==> src/rtl/ppi_bus_master.sv <==
// Host-side sequencer for an 8255 PPI: turns single-beat read/write commands into a
// CS#/A1/A0/RD#/WR# bus cycle with programmable setup, strobe and hold lengths.
module ppi_bus_master #(
  parameter int unsigned SETUP_CYC  = 1,
  parameter int unsigned STROBE_CYC = 2,
  parameter int unsigned HOLD_CYC   = 1
) (
  input  logic       clk,
  input  logic       rst_n,
  input  logic       cmd_valid,
  output logic       cmd_ready,
  input  logic       cmd_rd,
  input  logic [1:0] cmd_addr,
  input  logic [7:0] cmd_wdata,
  output logic       rsp_valid,
  output logic [7:0] rsp_rdata,
  output logic       rsp_err,
  output logic       busy,
  output logic       ppi_cs_n,
  output logic       ppi_rd_n,
  output logic       ppi_wr_n,
  output logic       ppi_a1,
  output logic       ppi_a0,
  output logic [7:0] ppi_d_out,
  output logic       ppi_d_oe,
  input  logic [7:0] ppi_d_in
);

  typedef enum logic [2:0] {StIdle, StSetup, StStrobe, StHold, StErr} state_e;

  // Counter holds the remaining cycles of the current phase minus one.
  localparam logic [3:0] SetupLd  = 4'(SETUP_CYC - 1);
  localparam logic [3:0] StrobeLd = 4'(STROBE_CYC - 1);
  localparam logic [3:0] HoldLd   = 4'(HOLD_CYC - 1);

  state_e     state_q, state_d;
  logic [3:0] cnt_q, cnt_d;
  logic       rd_q, rd_d;
  logic       cs_n_q, cs_n_d, rd_n_q, rd_n_d, wr_n_q, wr_n_d;
  logic       a1_q, a1_d, a0_q, a0_d, d_oe_q, d_oe_d;
  logic [7:0] d_out_q, d_out_d, rbuf_q, rbuf_d;
  logic       rsp_valid_q, rsp_valid_d, rsp_err_q, rsp_err_d;
  logic [7:0] rsp_rdata_q, rsp_rdata_d;

  always_comb begin
    state_d     = state_q;
    cnt_d       = cnt_q;
    rd_d        = rd_q;
    cs_n_d      = cs_n_q;
    rd_n_d      = rd_n_q;
    wr_n_d      = wr_n_q;
    a1_d        = a1_q;
    a0_d        = a0_q;
    d_oe_d      = d_oe_q;
    d_out_d     = d_out_q;
    rbuf_d      = rbuf_q;
    rsp_valid_d = 1'b0;
    rsp_err_d   = rsp_err_q;
    rsp_rdata_d = rsp_rdata_q;

    unique case (state_q)
      StIdle: begin
        if (cmd_valid) begin
          rd_d = cmd_rd;
          if (cmd_rd && (cmd_addr == 2'd3)) begin
            state_d = StErr;
          end else begin
            state_d = StSetup;
            cnt_d   = SetupLd;
            cs_n_d  = 1'b0;
            a1_d    = cmd_addr[1];
            a0_d    = cmd_addr[0];
            if (!cmd_rd) begin
              d_oe_d  = 1'b1;
              d_out_d = cmd_wdata;
            end
          end
        end
      end
      StSetup: begin
        if (cnt_q == 4'd0) begin
          state_d = StStrobe;
          cnt_d   = StrobeLd;
          rd_n_d  = ~rd_q;
          wr_n_d  = rd_q;
        end else begin
          cnt_d = cnt_q - 4'd1;
        end
      end
      StStrobe: begin
        if (cnt_q == 4'd0) begin
          state_d = StHold;
          cnt_d   = HoldLd;
          rd_n_d  = 1'b1;
          wr_n_d  = 1'b1;
          if (rd_q) begin
            rbuf_d = ppi_d_in;
          end
        end else begin
          cnt_d = cnt_q - 4'd1;
        end
      end
      StHold: begin
        if (cnt_q == 4'd0) begin
          state_d = StIdle;
          cs_n_d  = 1'b1;
          d_oe_d  = 1'b0;
          if (rd_q) begin
            rsp_valid_d = 1'b1;
            rsp_err_d   = 1'b0;
            rsp_rdata_d = rbuf_q;
          end
        end else begin
          cnt_d = cnt_q - 4'd1;
        end
      end
      StErr: begin
        state_d     = StIdle;
        rsp_valid_d = 1'b1;
        rsp_err_d   = 1'b1;
        rsp_rdata_d = 8'hFF;
      end
      default: state_d = StIdle;
    endcase
  end

  always_ff @(posedge clk or negedge rst_n) begin
    if (!rst_n) begin
      state_q     <= StIdle;
      cnt_q       <= 4'd0;
      rd_q        <= 1'b0;
      cs_n_q      <= 1'b1;
      rd_n_q      <= 1'b1;
      wr_n_q      <= 1'b1;
      a1_q        <= 1'b0;
      a0_q        <= 1'b0;
      d_oe_q      <= 1'b0;
      d_out_q     <= 8'h00;
      rbuf_q      <= 8'h00;
      rsp_valid_q <= 1'b0;
      rsp_err_q   <= 1'b0;
      rsp_rdata_q <= 8'h00;
    end else begin
      state_q     <= state_d;
      cnt_q       <= cnt_d;
      rd_q        <= rd_d;
      cs_n_q      <= cs_n_d;
      rd_n_q      <= rd_n_d;
      wr_n_q      <= wr_n_d;
      a1_q        <= a1_d;
      a0_q        <= a0_d;
      d_oe_q      <= d_oe_d;
      d_out_q     <= d_out_d;
      rbuf_q      <= rbuf_d;
      rsp_valid_q <= rsp_valid_d;
      rsp_err_q   <= rsp_err_d;
      rsp_rdata_q <= rsp_rdata_d;
    end
  end

  assign cmd_ready = (state_q == StIdle);
  assign busy      = ~cmd_ready;
  assign rsp_valid = rsp_valid_q;
  assign rsp_rdata = rsp_rdata_q;
  assign rsp_err   = rsp_err_q;
  assign ppi_cs_n  = cs_n_q;
  assign ppi_rd_n  = rd_n_q;
  assign ppi_wr_n  = wr_n_q;
  assign ppi_a1    = a1_q;
  assign ppi_a0    = a0_q;
  assign ppi_d_out = d_out_q;
  assign ppi_d_oe  = d_oe_q;

endmodule

==> config.mk <==
export PLATFORM = sky130hd
export DESIGN_NAME = ppi_bus_master
export DESIGN_NICKNAME = d
export VERILOG_FILES = /design/src/rtl/ppi_bus_master.sv
export SDC_FILE = /design/constraint.sdc
export NUM_CORES = 1
export LEC_CHECK = 0
export ABC_AREA = 1
export BUFFER_PORTS_ARGS = -buffer_cell sky130_fd_sc_hd__buf_2
export CAP_MARGIN = 40
export CELL_PAD_IN_SITES_DETAIL_PLACEMENT = 0
export CELL_PAD_IN_SITES_GLOBAL_PLACEMENT = 1
export CORE_MARGIN = 4
export CORE_UTILIZATION = 41
export DETAILED_ROUTE_END_ITERATION = 16
export PLACE_DENSITY_LB_ADDON = 0.1
export REMOVE_ABC_BUFFERS = 1
export SKIP_LAST_GASP = 1
export SLEW_MARGIN = 40
export SYNTH_ARGS = -nofsm -noshare
export SYNTH_HDL_FRONTEND = slang
export SYNTH_SLANG_ARGS = --single-unit
==> constraint.sdc <==
create_clock -name clk -period 3 [get_ports clk]
set_clock_uncertainty 0.2 [all_clocks]
set_input_delay 0.45 -clock clk [delete_from_list [all_inputs] [get_ports clk]]
set_output_delay 0.45 -clock clk [all_outputs]
set_load 0.01 [all_outputs]
# [After elaboration in Yosys (flattened, before gate mapping)]
# Index checks and enable logic that the tools add are counted.
[totals] ff_bits=40 inputBits=22 output_inout_bits=26 elab_cells=83
[classes] n_addsub=1 eq_ne=13 n_mux=34 bitwise_logic=4 n_reduce_logical=17
[op_table] op="4-bit 2-to-1 mux" n=5
[op_table] op="8-bit 2-to-1 mux" n=2
[op_table] op="2-bit != test, second input constant" n=8
[op_table] op="4-bit one-hot mux with 4 select lines" n=1
[op_table] op="8-bit one-hot mux with 2 select lines" n=1
[op_table] op="4-bit AND reduction" n=4
[op_table] op="3-bit 2-to-1 mux" n=5
[op_table] op="1-bit 2-to-1 mux" n=13
[op_table] op="1-bit one-hot mux with 2 select lines" n=6
[op_table] op="3-bit one-hot mux with 4 select lines" n=1
[op_table] op="3-bit AND reduction" n=4
[op_table] op="3-bit by 2-bit equality test with 1-bit output, second input constant" n=2
[op_table] op="2-bit nonzero test" n=3
[op_table] op="5-bit AND reduction" n=1
[op_table] op="4-bit logical NOT" n=1
[op_table] op="1-bit inverter" n=4
[op_table] op="4-bit nonzero test" n=1
[op_table] op="4-bit by 1-bit subtractor with 4-bit output, second input constant" n=1
[op_table] op="3-bit by 1-bit equality test with 1-bit output, second input constant" n=1
[op_table] op="3-bit equality test, second input constant" n=1
[op_table] op="3-bit logical NOT" n=1
[op_table] op="2-bit equality test, second input constant" n=1
[op_table] op="2-bit AND reduction" n=1
[op_table] op="1-bit logical AND" n=1

# [Logic depth before layout (Yosys ltp)]
# Gate-level depths: netlist of the first run.
[logic_depth] ltp_word=5 ltp_mapped=9 ltp_nobuf=9

# [Worst setup path after synthesis of the first run]
# No wires, ideal clock.
[synth_path] path_kind="reg-to-reg" startpoint="register cnt_q[0]" endpoint="register rsp_rdata_q[0] (netlist: rsp_rdata[0])" setup_ps=120 arrival_ps=1334 required_ps=2680 slack_ps=1346 path_stages_with_launch=10 n_path_buf=0 period_less_slack_ps=1654 path_cell_list="dfrtp_1 > inv_1 > ha_1 > nand2_1 > nor2_1 > nand3_4 > nand2_4 > inv_2 > nand2_1 > nand2_1"
[synth_between] elab_chain_cells=3
[synth_lines] element="start, declared" line="37" text="logic [3:0] cnt_q, cnt_d;"
[synth_lines] element="start signal, assigned" line="145" text="cnt_q <= cnt_d;"
[synth_lines] element="4-bit logical NOT" line="104" text="if (cnt_q == 4'd0) begin"
[synth_lines] element="2-bit != test (no source line)"
[synth_lines] element="3-bit AND reduction (no source line)"
[synth_lines] element="end signal, assigned" line="157" text="rsp_rdata_q <= rsp_rdata_d;"
[synth_lines] element="end, declared" line="43" text="logic [7:0] rsp_rdata_q, rsp_rdata_d;"
# No other way between the ends.
# A chain may end at the register's enable or synchronous reset.

# [Worst setup path in the final report of the first run]
[layout_path] startpoint="register state_q[0]" endpoint="output port cmd_ready"
[layout_between] elab_chain_cells=1
[layout_lines] element="start, declared" line="36" text="state_e state_q, state_d;"
[layout_lines] element="start signal, assigned" line="129" text="state_q <= StIdle;"
[layout_lines] element="start signal, assigned" line="144" text="state_q <= state_d;"
[layout_lines] element="3-bit logical NOT" line="161" text="assign cmd_ready = (state_q == StIdle);"
[layout_lines] element="end, declared" line="11" text="output logic cmd_ready,"
# No other way between the ends.

==> out/qor.yml, run 1 <==
total_number_of_vias: 1492
place.gp.congestion: 0.745
clkSlewWorstSetupHoldPaths_ps: 80
yosysSeqAreaShare_pct: 54.5
drt_pass1_iterations: 4
pwr-share-comb_pct: 41.7
internal-power_mw: 1.41
max-vdd-ir-drop_uv: 390
routedWlPerCell_um: 11.8
ios: 48
path_cells: "nor2_4 > nand2_4 > inv_1 > buf_2"
worstSkewPairLatency_ps: 290
maximum_number_of_pins_on_one_net_before_global_route_repair: 41
crit_slowest_cell: "sky130_fd_sc_hd__dfrtp_1"
critPathRequiredTime_ps: 2350
cp_data_arrival_time_ps: 1310
layout.nets: 292
worst_pin_slew_ps: 612
power_frac_seq_pct: 39.9
antenna_found_initial: 0
sum_neg_setup_slack_ps: 0
postCtsSetupBuffers: 0
cp-startpoint: "state_q[0]"
final_wl_um: 3800
worst-r2r-cell-count: 6
n_antenna_cell: 0
grt_usage_pct: 15.4
switching_power_total_mw: 0.945
synthDistinctLibCells: 23
vias_per_cell: 4.63
critical_path_class: "reg2out"
status: "finished clean"
finalPower_mw: 2.36
cts_hold_buf: 1
crit_path_start_kind: "flip-flop"
leakagePower_nw: 1.26
clkPwrFrac_pct: 18.5
postCtsResizedCells: 0
postSynthAreaPerCell_um2: 8.58
core_region_area_um2: 4350
numPortBuffers: 47
cts_tree: "built"
die-area_um2: 5640
timing.max_cap.violations: 0
hpwlAfterDp_um: 2820
htreeDepth: 2
clock_sink_count: 40
period_needed_ps: 1960
worstPathBufferInverterCount: 2
regToRegEndpoint: "rbuf_q[5]"
row_count: 24
die-height_um: 75.1
netSwitchingFraction_pct: 40.1
rsz0062_at_grt: "false"
ys.warnings.count: 0
worst_setup_slack_for_register_to_register_paths_ps: 1090
initial_core_util_pct: 42.4
cp_slowest_stage_delay_ps: 480
grt_pass1_wl_um: 6610
finalCritPeriodShare_pct: 65.5
cts.path.max_buffers: 2
timing.critical_path.depth: 4
synth.ff_latch_count: 40
ant_nets: 0
timing_max_transition_violations_final: 0
syn_to_final_growth_pct: 22.4
timing.final.hold_violations: 0
post_syn_area_um2: 1840
cp-end-kind: "output pin"
synthesis.instances: 215
critPathMaxFanout: 7
drt_drc_violations_left: 0
whs_path_depth: 3
finalSetupViolCount: 0
worstSetupEndpoint: "cmd_ready"
fp.dieW_um: 75.1
power.density_cell_area_nw_per_um2: 1040
vias_in_the_first_global_route: 1532
relSlewSlack_pct: 59.1
global_route.overflow_total: 0
drtIter0Drc: 39
cpLargestDelayFamily: "flip-flops"
timing.fmax_mhz: 509
r2r-start: "cnt_q[0]"
cts_root_buf: "sky130_fd_sc_hd__clkbuf_8"
drive_above_1_share_pct: 27.8
cts_inserted_buffers: 5
worst_hold_path_type: "in2reg"
final cells by class:
| type | count | area, µm² |
|---|---|---|
| clock buffer | 5 | 68.8 |
| clock inverter | 3 | 42.5 |
| fill | 410 | 2100 |
| inverter | 27 | 104 |
| multi-input combinational | 147 | 724 |
| sequential | 40 | 1000 |
| tap | 52 | 65.1 |
| timing repair buffer | 48 | 248 |
how the worst min path moves through the flow:
stage | start | to | slack, ps
floorplan | rst_n | cnt_q[0] | -50
global placement | ppi_d_out[1] | ppi_d_out[1] | 250
detailed placement | rst_n | ppi_a0 | 260
CTS | ppi_d_in[3] | rbuf_q[3] | 150
global route | ppi_d_in[0] | rbuf_q[0] | 140
finish | cmd_wdata[6] | ppi_d_out[6] | 160
registers in the layout (all words and copies together) (netlist names):
signal     flops
cnt_q          4
ppi_a0         1
ppi_a1         1
ppi_cs_n       1
ppi_d_oe       1
ppi_d_out      8
ppi_rd_n       1
ppi_wr_n       1
rbuf_q         8
rd_q           1
rsp_err        1
rsp_rdata      8
rsp_valid      1
state_q        3
stage by stage:
step	instances	hold slack, ps	instance area [µm²]	worst slack (ps)	util [%]
floorplan	214	-45.6	1830	1350	-
global placement	313	250	2130	1130	49.0
detailed placement	313	255	2140	1080	49.1
CTS	322	146	2260	1020	51.8
global route	322	144	2260	862	51.8
finish	322	156	2260	1040	51.8
cells in the final DEF (no fill, tap or decap), drive strengths merged, types with 2 or more instances in the layout:
master	n
a21oi	2
buf	47
clkbuf	5
dfrtp	37
dfstp	3
inv	27
nand2	91
nand3	15
nor2	12
o211ai	4
o21ai	20
synth_stat cells, drive strengths merged:
| cell type | instances | area [µm²] |
|---|---|---|
| nand3 | 15 | 87.6 |
| buf | 1 | 11.3 |
| xor2 | 1 | 8.76 |
| o21ai | 20 | 111 |
| a21oi | 2 | 10.0 |
| nor3 | 1 | 16.3 |
| nor2 | 12 | 78.8 |
| nand2 | 91 | 369 |
| inv | 27 | 104 |
| o211ai | 4 | 30.0 |
| dfrtp | 37 | 926 |
| dfstp | 3 | 78.8 |
| ha | 1 | 12.5 |
logic make-up (layout without fill, tap and decap cells):
| family | after synthesis | in the layout | synth area share [%] |
|---|---|---|---|
| XOR/XNOR | 1 | 1 | 0.475 |
| AND/OR/NAND/NOR | 119 | 119 | 29.9 |
| buffers and inverters | 28 | 83 | 6.24 |
| AO/OA/AOI/OAI | 26 | 26 | 8.21 |
| flip-flops | 40 | 40 | 54.5 |
| adder cells (fa/ha/maj) | 1 | 1 | 0.678 |
power groups by stage:
stage	sequential, mW	combinational [mW]	clock, mW
2_1_floorplan	1.00	0.607	0
3_3_place_gp	0.950	0.998	0
3_5_place_dp	0.951	1.00	0
4_1_cts	0.943	1.01	0.452
5_1_grt	0.975	1.14	0.481
6_report	0.939	0.982	0.436
tightest hold or removal path: stages:
cell	delay (ps)
sky130_fd_sc_hd__buf_2	70
sky130_fd_sc_hd__nand2_1	40
sky130_fd_sc_hd__nand2_1	50
metal layers:
metal | part of all wire (%) | global-route usage, % | up-vias
li1 | - | - | 781
met1 | 46 | 18.8 | 677
met2 | 47 | 25.3 | 28
met3 | 5.0 | 4.81 | 6
met4 | 1.3 | 6.32 | 0
met5 | 0 | 0 | -
Power figures use the tool's default switching activity.
==> run 2, diff against run 1 <==
Settings changed: CORE_UTILIZATION 41 to 38.
Clock period 3 ns to 1.9 ns, I/O delays scaled along.
==> out/qor.yml, run 2 (synthesis results as in run 1) <==
status: "finished clean"
timing.hold.ws_ps: 7.14
cpLargestDelayFamily: "flip-flops"
rsz0062_at_grt: "false"
timing.fmax_mhz: 556
ios: 48
fp.dieW_um: 77.7
cts_tree: "built"
routedWlPerCell_um: 10.9
power.density_cell_area_nw_per_um2: 1520
n_antenna_cell: 0
clkSlewWorstSetupHoldPaths_ps: 70
critical_path_class: "reg2out"
vias_per_cell: 4.31
worst_pin_slew_ps: 505
cts_root_buf: "sky130_fd_sc_hd__clkbuf_8"
total_number_of_vias: 1527
worstPathBufferInverterCount: 2
worstSkewPairLatency_ps: 290
cp-end-kind: "output pin"
grt_usage_pct: 14.6
ant_nets: 0
critPathMaxFanout: 7
cp_data_arrival_time_ps: 1310
drt_pass1_iterations: 4
final_core_utilization_pct: 51.9
period_needed_ps: 1800
row_count: 25
layout.cells.most_common: "sky130_fd_sc_hd__nand2_1"
htreeDepth: 2
cp_slowest_stage_delay_ps: 480
cts.path.max_buffers: 2
place.gp.congestion: 0.720
drtIter0Drc: 93
layout_common_cells: "sky130_fd_sc_hd__nand2_1 (86), sky130_fd_sc_hd__buf_2 (47), sky130_fd_sc_hd__dfrtp_1 (37)"
initial_core_util_pct: 39.0
die-height_um: 77.7
final_wl_um: 3850
finalCritPeriodShare_pct: 94.6
cts_inserted_buffers: 5
clock_sink_count: 40
maximum_number_of_pins_on_one_net_before_global_route_repair: 41
placedCellCount: 330
core_region_area_um2: 4720
drive_above_1_share_pct: 27.2
grt_pass1_wl_um: 6980
global_route.overflow_total: 0
postCtsSetupBuffers: 0
critPathRequiredTime_ps: 1410
drt_drc_violations_left: 0
relSlewSlack_pct: 66.3
crit_slowest_cell: "sky130_fd_sc_hd__dfrtp_1"
number_of_standard_cells_in_the_final_layout_excluding_fillers: 354
die-area_um2: 6030
path_cells: "nor2_4 > nand2_4 > inv_1 > buf_2"
max-vdd-ir-drop_uv: 773
crit_path_start_kind: "flip-flop"
finalSetupViolCount: 0
timing_max_transition_violations_final: 0
vias_in_the_first_global_route: 1526
leakagePower_nw: 1.34
sum_neg_setup_slack_ps: 0
hpwlAfterDp_um: 2750
antenna_found_initial: 0
numPortBuffers: 47
worst_hold_path_type: "in2reg"
fillerInstances: 467
layout.nets: 309
timing.max_cap.violations: 0
timing.final.hold_violations: 0
syn_to_final_growth_pct: 32.8
-- run 2: worst min-delay path: cells and delay by family --
kind	cells	cell delay, ps
and+or+nand+nor	1	40
buffers and inverters	1	70
AOI/OAI and AO/OA	1	60
-- run 2: per-layer routing --
| layer | global-route usage, % | vias to the layer above | part of all wire [%] |
|---|---|---|---|
| met3 | 4.18 | 9 | 4.1 |
| met5 | 0 | - | 0 |
| met2 | 23.5 | 29 | 45 |
| li1 | - | 813 | - |
| met4 | 6.41 | 0 | 2.4 |
| met1 | 18.3 | 676 | 48 |
-- run 2: power breakdown --
group	internal [mW]	leakage [nW]	total, mW	switching (mW)
Clock	0.331	0.0515	0.612	0.280
Combinational	0.631	0.795	1.62	0.990
Sequential	1.26	0.490	1.49	0.237
-- run 2: worst paths after layout --
kind | start | to | slack [ps] | cells after the start
setup / recovery | state_q[0] | cmd_ready | 100 | 4
hold / removal | ppi_d_in[1] | rbuf_q[1] | 7 | 3
setup reg to reg | cnt_q[0] | cnt_q[1] | 180 | 7
hold reg to reg | ppi_d_out[5] | ppi_d_out[5] | 270 | 2
max in group asynchronous | rst_n | ppi_rd_n | 750 | 3
min in group asynchronous | rst_n | ppi_a0 | 380 | 3
-- run 2: final cells by class --
cell class,instances,area [µm²],area share (%)
flip-flops and latches,40,1000,41.0
multi-input cells,147,734,30.0
repair buffers,65,423,17.3
inverters,27,104,4.24
clock buffers,8,100,4.09
well taps,67,83.8,3.42
-- run 2: what timing repair did --
action / in CTS / in global routing
hold buffers: 16 / 0
resized for setup: 0 / 3
endpoints found under the setup margin: 0 / 14
hold endpoints to repair: 52 / 0
-- run 2: through the flow --
| step | total power, mW | setup WS, ps | cell area (µm²) |
|---|---|---|---|
| 2_1_floorplan | 2.54 | 246 | 1830 |
| 3_3_place_gp | 3.10 | 95.7 | 2180 |
| 3_5_place_dp | 3.11 | 51.5 | 2180 |
| 4_1_cts | 3.76 | 49.6 | 2440 |
| 5_1_grt | 4.08 | 6.10 | 2450 |
| 6_report | 3.72 | 103 | 2450 |
